## src/rtl/rr_grant_data_mux.sv

```systemverilog
// Grant-driven data capture: accepts one word per cycle from the granted master,
// tags it with its source index, buffers it in a FIFO and keeps per-master counts.
module rr_grant_data_mux #(
    parameter int unsigned W     = 8,
    parameter int unsigned DEPTH = 4
) (
    input  logic                       clk,
    input  logic                       rst,
    input  logic [3:0]                 GNT,
    input  logic [4*W-1:0]             DIN,
    input  logic [3:0]                 DVALID,
    output logic [3:0]                 DREADY,
    output logic [W-1:0]               DOUT,
    output logic [1:0]                 DOUT_SRC,
    output logic                       DOUT_VALID,
    input  logic                       DOUT_READY,
    output logic [$clog2(DEPTH):0]     LEVEL,
    input  logic                       CNT_CLR,
    output logic [4*16-1:0]            CNT,
    output logic                       GNT_ERR
);

    localparam int unsigned AW = $clog2(DEPTH);
    localparam int unsigned LW = AW + 1;
    localparam int unsigned EW = W + 2;

    logic [AW-1:0] wr_q, wr_d, rd_q, rd_d;
    logic [LW-1:0] level_q, level_d;
    logic [EW-1:0] mem_q [DEPTH];
    logic [EW-1:0] mem_d [DEPTH];
    logic [W-1:0]  dout_q, dout_d;
    logic [1:0]    src_q, src_d;
    logic          valid_q, valid_d;
    logic [15:0]   cnt_q [4];
    logic [15:0]   cnt_d [4];
    logic          err_q, err_d;

    logic          onehot, multihot, full, push, pop;
    logic [1:0]    gnt_idx;
    int unsigned   base;
    logic [EW-1:0] push_word, head;

    always_comb begin
        onehot   = (GNT != 4'd0) && ((GNT & (GNT - 4'd1)) == 4'd0);
        multihot = (GNT != 4'd0) && !onehot;
        full     = (level_q == LW'(DEPTH));
        DREADY   = (onehot && !full) ? GNT : 4'd0;
        push     = |(DREADY & DVALID);
        pop      = valid_q && DOUT_READY;

        gnt_idx = 2'd0;
        for (int i = 0; i < 4; i++) begin
            if (GNT[i]) gnt_idx = 2'(i);
        end
        base      = 32'(gnt_idx) * W;
        push_word = {gnt_idx, DIN[base +: W]};

        wr_d    = wr_q + AW'(push);
        rd_d    = rd_q + AW'(pop);
        level_d = level_q + LW'(push) - LW'(pop);

        mem_d = mem_q;
        if (push) mem_d[wr_q] = push_word;

        // New head is the word being written only when it lands exactly at the next read slot
        head = (push && (rd_d == wr_q)) ? push_word : mem_q[rd_d];

        valid_d = (level_d != LW'(0));
        dout_d  = valid_d ? head[W-1:0]    : dout_q;
        src_d   = valid_d ? head[EW-1 -: 2] : src_q;

        for (int i = 0; i < 4; i++) begin
            cnt_d[i] = cnt_q[i];
            if (CNT_CLR) begin
                cnt_d[i] = 16'd0;
            end else if (push && (gnt_idx == 2'(i)) && (cnt_q[i] != 16'hFFFF)) begin
                cnt_d[i] = cnt_q[i] + 16'd1;
            end
            CNT[i*16 +: 16] = cnt_q[i];
        end

        err_d = CNT_CLR ? 1'b0 : (err_q | multihot);

        DOUT       = dout_q;
        DOUT_SRC   = src_q;
        DOUT_VALID = valid_q;
        LEVEL      = level_q;
        GNT_ERR    = err_q;
    end

    // Storage needs no reset: entries are only read once written behind valid pointers
    always_ff @(posedge clk) begin
        mem_q <= mem_d;
    end

    always_ff @(posedge clk) begin
        if (rst) begin
            wr_q    <= '0;
            rd_q    <= '0;
            level_q <= '0;
            valid_q <= 1'b0;
            dout_q  <= '0;
            src_q   <= '0;
            err_q   <= 1'b0;
            for (int i = 0; i < 4; i++) cnt_q[i] <= 16'd0;
        end else begin
            wr_q    <= wr_d;
            rd_q    <= rd_d;
            level_q <= level_d;
            valid_q <= valid_d;
            dout_q  <= dout_d;
            src_q   <= src_d;
            err_q   <= err_d;
            for (int i = 0; i < 4; i++) cnt_q[i] <= cnt_d[i];
        end
    end

endmodule
```

## config.mk

```make
export PLATFORM = sky130hd
export DESIGN_NAME = rr_grant_data_mux
export DESIGN_NICKNAME = d
export VERILOG_FILES = /design/src/rtl/rr_grant_data_mux.sv
export SDC_FILE = /design/constraint.sdc
export NUM_CORES = 1
export LEC_CHECK = 0
export CAP_MARGIN = 25
export CORE_UTILIZATION = 51
export CTS_CLUSTER_DIAMETER = 120
export DETAILED_ROUTE_END_ITERATION = 12
export PLACE_DENSITY = 0.86
export SLEW_MARGIN = 20
export SYNTH_ARGS = -nofsm -noshare
export SYNTH_HDL_FRONTEND = slang
export SYNTH_SLANG_ARGS = --single-unit
```

## constraint.sdc

```tcl
create_clock -name clk -period 5.2 [get_ports clk]
set_input_delay 1.04 -clock clk [delete_from_list [all_inputs] [get_ports clk]]
set_output_delay 1.04 -clock clk [all_outputs]
set_load 0.005 [all_outputs]
```

==> results of run 1 <==
registers in the layout, indices dropped and copies added (netlist names):
register,flops
cnt_q,64
mem_q,40
DOUT,8
LEVEL,3
DOUT_SRC,2
rd_q,2
wr_q,2
DOUT_VALID,1
GNT_ERR,1
cell type report:
cell class              count  area [µm²]  share of cell area
repair buffers            132        1330               0.176
multi-input cells         387        2640               0.350
clock buffers              27         472              0.0627
flip-flops and latches    123        2860               0.380
well taps                 140         175              0.0233
clock inverters             4        20.0             0.00266
inverters                   9        36.3             0.00482
layer usage:
layer / track usage / part of all wire / up-vias
met5: 0 / 0 / -
met4: 0.104 / 0.017 / 0
met1: 0.322 / 0.41 / 2283
li1: - / - / 2207
met2: 0.420 / 0.49 / 236
met3: 0.0772 / 0.082 / 25
how the worst min path moves through the flow:
| stage | end | slack [ps] | depth (start not counted) |
|---|---|---|---|
| 2_1_floorplan | GNT_ERR | 440 | 2 |
| 3_3_place_gp | GNT_ERR | 440 | 2 |
| 3_5_place_dp | GNT_ERR | 450 | 2 |
| 4_1_cts | GNT_ERR | 460 | 2 |
| 5_1_grt | GNT_ERR | 480 | 2 |
| 6_report | GNT_ERR | 450 | 2 |
worst reg2reg max path: cells and delay by family, from the launching register on:
kind                     cells  cell delay (ps)
adder cells (fa/ha/maj)      3              730
buffers and inverters        3              180
XOR/XNOR                     1              250
AO/OA/AOI/OAI                1              360
flip-flops                   1              360
AND/OR/NAND/NOR              5             1190
stage by stage:
stage / setup slack [ps] / area [µm²] / util / instances / hold WS, ps
floorplan: 1200 / 5640 / - / 542 / 442
global placement: 629 / 7010 / 0.649 / 790 / 441
detailed placement: 260 / 7040 / 0.652 / 791 / 451
CTS: 804 / 7530 / 0.698 / 822 / 460
global route: 537 / 7530 / 0.698 / 822 / 480
finish: 759 / 7530 / 0.698 / 822 / 452
cells in the final DEF (no fill, tap or decap), drive strengths merged, types with 12 or more instances in the layout:
cell,Yosys,final
clkbuf,16,27
nand2,43,43
and2,12,12
dfxtp,83,83
edfxtp,40,40
clkdlybuf4s50,0,126
nor2,72,72
nand4,26,26
o21ai,21,21
nand3,28,28
xor2,36,36
xnor2,19,19
a21oi,12,12
power by group:
group	internal (mW)	switching, mW
sequential	1.05	0.0317
clock	0.604	0.397
combinational	0.263	0.210
total	1.92	0.639
kinds of logic after synthesis:
logic type | share of synthesized area
AOI/OAI and AO/OA | 0.0696
and+or+nand+nor | 0.226
buffers and inverters | 0.0255
adders and majority gates | 0.0231
DFF | 0.507
muxes | 0.0594
xor gates and xnor gates | 0.0894
==> metrics.yaml, run 1 <==
drt:
  vias: 4751
  drtIter0Drc: 354
  via_per_inst: 5.78
  drt_first_pass_iters: 5
  ant_nets: 0
  wl_per_cell_um: 17.5
  drc: 0
  wirelength_mm: 14.4
logic_synthesis:
  ys_top_cells_by_area: "dfxtp_1 (29%), edfxtp_1 (21%), xor2_1 (5.6%), nor2_1 (4.8%), mux4_2 (4.0%)"
  synth_top_area_cell: "dfxtp_1"
  netlist.area_leader.share: 0.294
  synth_most_common_cell: "dfxtp_1"
  synth-edff-count: 40
  ys.flop_type: "dfxtp_1"
  synth_fp_nets: 595
  synthArstFlopShare: 0
  syn-cell-area_um2: 5640
  syn_inst: 542
  ys_seq_area_frac: 0.507
  yosys.cell_types.count: 59
  ys_warn_count: 0
  synthTopCellsByCount: "dfxtp_1 (83), nor2_1 (72), nand2_1 (41)"
  ys_ff_latch: 123
  syn-mean-instance-area_um2: 10.4
critical_path:
  cp_num_buf_inv: 4
  worst_path_most_repeated_cell: "inv_1"
  r2r-start: "LEVEL[2]"
  worst_ep_arrival_time_ps: 4840
  end_kind: "flop"
  slowest_delay_ps: 620
  crit_start: "GNT[2]"
  slowest_stage: "nor4b_1"
  r2r_setup_slack_ps: 2010
  worstPathRequired_ps: 5600
  worstRegToRegCells: 13
  endpoint: "DOUT[5]"
  regToRegEndpoint: "DOUT[5]"
  crit_fanout: 10
  worstSetupStartpointType: "input port"
  critPathKind: "input port to flop"
  cp_num_cells: 16
  crit_chain: "clkdlybuf4s50_1 > nor4b_1 > a22o_1 > or2_4 > nand2_4 > ha_1 > inv_1 > ha_1 > inv_1 > fa_1 > xnor3_1 > nand3b_1 > nand2b_1 > inv_1 > and3_4 > a221o_1"
  critical-path-top-delay-family: "simple AND/OR/NAND/NOR gates"
clock_network:
  cts_resized: 0
  cts_tree: "yes"
  clkLatencyLatePin_ps: 520
  postCtsSetupBuffers: 0
  cts-root-buf: "clkbuf_8"
  htreeDepth: 4
  cts_buffers: 17
  clkSlewWorstSetupHoldPaths_ps: 60
  clock-sinks: 123
  hold_buffers: 0
  cts_buffer_depth: 2
global_routing:
  first_global_vias: 4644
  grt_max_degree: 34
  grt_use_total: 0.259
  antenna_found_initial: 0
  grt_pass1_wl_mm: 22.8
  grt-ovfl-total: 0
die:
  core-area_um2: 10800
  row_count: 38
  start_util: 0.523
  io_pins: 127
  die_x_um: 107
  die_h_um: 107
  die_area_um2: 11500
finish:
  fillers: 771
  nets: 723
  insertedDiodeCount: 0
  layout-drive-gt1-share: 0.0836
  synthToLayoutAreaGrowth_pct: 33.4
sta:
  worst_pin_slew_ps: 894
  rsz0062_at_grt: "no"
  finalSetupViolations: 0
  finalClockSkew_ps: 9.97
  period_needed_ps: 4440
  fin_crit_sh: 0.854
  hold_violations: 0
  slew_headroom: 0.402
  finalSetupTns_ps: 0
  drv_slew: 0
  fmax_mhz: 225
run:
  maxCapViolCount: 0
power_and_ir_drop:
  leakagePower_nw: 2.65
  finalPower_mw: 2.56
  ir_drop_mv: 0.237
  powerDensity_nw_per_um2: 340
min_path:
  min_from: "GNT_ERR"
  hold_class: "flop to flop"
placement:
  dp_hpwl_mm: 9.81
  portBuffers: 126
  gp_congestion: 0.808
status:
  status: "finished, final reports clean"
(Power assumes the default switching activity.)
==> run 2: changes to the inputs <==
--- a/config.mk
+++ b/config.mk
@@ -10,6 +10,7 @@
 export CTS_CLUSTER_DIAMETER = 120
 export DETAILED_ROUTE_END_ITERATION = 12
 export PLACE_DENSITY = 0.86
+export SETUP_SLACK_MARGIN = 0.1
 export SLEW_MARGIN = 20
 export SYNTH_ARGS = -nofsm -noshare
 export SYNTH_HDL_FRONTEND = slang
==> results of run 2 <==
The final DEF is identical to that of run 1; final timing and power are the same.
==> run 3: changes to the inputs <==
--- a/config.mk
+++ b/config.mk
@@ -6,10 +6,11 @@
 export NUM_CORES = 1
 export LEC_CHECK = 0
 export CAP_MARGIN = 25
+export CORE_ASPECT_RATIO = 1.75
 export CORE_UTILIZATION = 51
 export CTS_CLUSTER_DIAMETER = 120
 export DETAILED_ROUTE_END_ITERATION = 12
-export PLACE_DENSITY = 0.86
+export PLACE_DENSITY_LB_ADDON = 0.3
 export SETUP_SLACK_MARGIN = 0.1
 export SLEW_MARGIN = 20
 export SYNTH_ARGS = -nofsm -noshare
==> run 3 against run 2 <==
Net effect: critical endpoint is now DOUT[7]; maximum frequency grew 0.49%; core utilization up 0.61 points; count of clock-buffer cells in the layout down 4; sequential share of layout area shrank 0.21 points; largest power group is now the clock network.
==> metrics.yaml, run 3 (same netlist as run 1, synthesis figures left out) <==
critical_path:
  critical-path-top-delay-family: "simple AND/OR/NAND/NOR gates"
  worstPathRequired_ps: 5490  # -110 ps
  end_kind: "flop"
  worstRegToRegCells: 13  # unchanged
  regToRegEndpoint: "DOUT[7]"
  cp_num_buf_inv: 4  # unchanged
  endpoint: "DOUT[7]"
  r2r_setup_slack_ps: 1940  # -70 ps
  critPathKind: "input port to flop"
  crit_start: "GNT[1]"
  slowest_delay_ps: 640  # +20 ps
  slowest_stage: "clkdlybuf4s50_1"
  worstSetupStartpointType: "input port"
  r2r-start: "LEVEL[2]"
  crit_chain: "clkdlybuf4s50_1 > nor4b_1 > a22o_1 > or2_4 > nand2_4 > ha_1 > inv_1 > ha_1 > inv_1 > fa_1 > xnor3_1 > nand3b_1 > nand2b_1 > inv_1 > and3_4 > a221o_1"
  worst_ep_arrival_time_ps: 4710  # -130 ps
  crit_fanout: 10  # unchanged
  cp_num_cells: 16  # unchanged
  worst_path_most_repeated_cell: "inv_1"
die:
  io_pins: 127  # unchanged
  start_util: 0.524  # +0.00158
  row_count: 50  # +32%
  die_h_um: 141  # +32%
  die_x_um: 81.5  # -24%
  core-area_um2: 10800  # -0.30%
  die_area_um2: 11500  # +0.14%
finish:
  fin_cells: 813  # -1.1%
  insertedDiodeCount: 0  # unchanged
  synthToLayoutAreaGrowth_pct: 34.2
  layout-drive-gt1-share: 0.0878  # +0.00427
  layout_commonest_cell: "clkdlybuf4s50_1"
  largest_reg_flops: 64  # unchanged
  nets: 723  # unchanged
  regMostFlops: "cnt_q"
  final_cell_mix: "clkdlybuf4s50_1 (126), dfxtp_1 (83), nor2_1 (72), nand2_1 (41), edfxtp_1 (40)"
sta:
  hold_violations: 0  # unchanged
  slew_headroom: 0.325  # -0.0769
  finalSetupViolations: 0  # unchanged
  fin_crit_sh: 0.850  # -0.00414
  finalSetupTns_ps: 0  # unchanged
  finalClockSkew_ps: 9.38  # -0.588 ps
  drv_slew: 0  # unchanged
  rsz0062_at_grt: "no"
  period_needed_ps: 4420  # -21.6 ps
  worst_pin_slew_ps: 1010  # +115 ps
  fmax_mhz: 226  # +0.49%
run:
  maxCapViolCount: 0  # unchanged
global_routing:
  grt_use_total: 0.270  # +0.0109
  grt-ovfl-total: 0  # unchanged
  first_global_vias: 4652  # +0.17%
  grt_max_degree: 40  # +18%
  antenna_found_initial: 0  # unchanged
  grt_pass1_wl_mm: 23.0  # +0.97%
drt:
  via_per_inst: 5.76  # -0.40%
  met3_wirelength_um: 977  # -17%
  wl_per_cell_um: 17.8  # +1.8%
  top_layer: "met4"
  drc: 0  # unchanged
  wirelength_mm: 14.5  # +0.64%
  drtIter0Drc: 210  # -41%
  vias: 4680  # -1.5%
  drt-met1-wl_mm: 5.08  # -15%
  dr_wl_met2_mm: 8.11  # +16%
  ant_nets: 0  # unchanged
  drt_first_pass_iters: 5  # unchanged
placement:
  gp_congestion: 0.873  # +8.0%
  portBuffers: 126  # unchanged
  dp_cells: 781  # -1.3%
  dp_hpwl_mm: 10.3  # +5.3%
clock_network:
  clkLatencyLatePin_ps: 410  # -110 ps
  clock-sinks: 123  # unchanged
  cts_buffers: 17  # unchanged
  clkSlewWorstSetupHoldPaths_ps: 50  # about the same
  htreeDepth: 4  # unchanged
  cts_resized: 0  # unchanged
  cts_buffer_depth: 2  # unchanged
  hold_buffers: 0  # unchanged
  postCtsSetupBuffers: 0  # unchanged
  cts-root-buf: "clkbuf_16"
  cts_tree: "yes"
power_and_ir_drop:
  powerDensity_nw_per_um2: 352  # +3.8%
  leakagePower_nw: 2.67  # +0.94%
  ir_drop_mv: 0.301  # +27%
status:
  status: "finished, final reports clean"
min_path:
  hold_class: "flop to flop"
## run 3: stage by stage
| step | worst slack, ps | utilization | hold slack, ps | cell area, µm² | power, mW |
|---|---|---|---|---|---|
| 5_1_grt | 654 | 0.704 | 486 | 7570 | 2.78 |
| 3_3_place_gp | 651 | 0.650 | 441 | 7000 | 1.56 |
| 4_1_cts | 824 | 0.704 | 450 | 7570 | 2.69 |
| 2_1_floorplan | 1200 | - | 442 | 5640 | 1.39 |
| 3_5_place_dp | 447 | 0.652 | 440 | 7020 | 1.58 |
| 6_report | 781 | 0.704 | 447 | 7570 | 2.67 |
## run 3: layout make-up
class                      count  area, µm²
clock buffer                  23        458
timing repair buffer         132       1320
fill                         806       3190
multi-input combinational    387       2640
sequential                   123       2860
tap                          130        163
inverter                       9       36.3
clock inverter                 9       96.3
## run 3: worst min path at each step
stage | start | to | slack, ps | cells past startpoint
after global placement | GNT_ERR | GNT_ERR | 440 | 2
after floorplan | GNT_ERR | GNT_ERR | 440 | 2
after global routing | GNT_ERR | GNT_ERR | 490 | 2
after detailed placement | GNT_ERR | GNT_ERR | 440 | 2
final | GNT_ERR | GNT_ERR | 450 | 2
after CTS | GNT_ERR | GNT_ERR | 450 | 2
## run 3: worst reg2reg max path, cell delays in order, from the launching register on
cell and delay [ps]:
dfxtp_1 400, or3b_2 600, nand2_4 130, ha_1 230, inv_1 50, ha_1 130, inv_1 50, fa_1 380
xnor3_1 250, nand3b_1 140, nand2b_1 140, inv_1 60, and3_4 220, a221o_1 360
## run 3: report_power, final
part / internal, mW / switching [mW] / leakage (nW)
combinational: 0.262 / 0.220 / 1.37
sequential: 1.05 / 0.0362 / 1.03
clock: 0.710 / 0.389 / 0.272
## run 3: per-layer routing
layer	GRT usage	vias up
met5	0	-
met4	0.113	0
met3	0.0828	33
met2	0.501	177
met1	0.263	2259
li1	-	2211
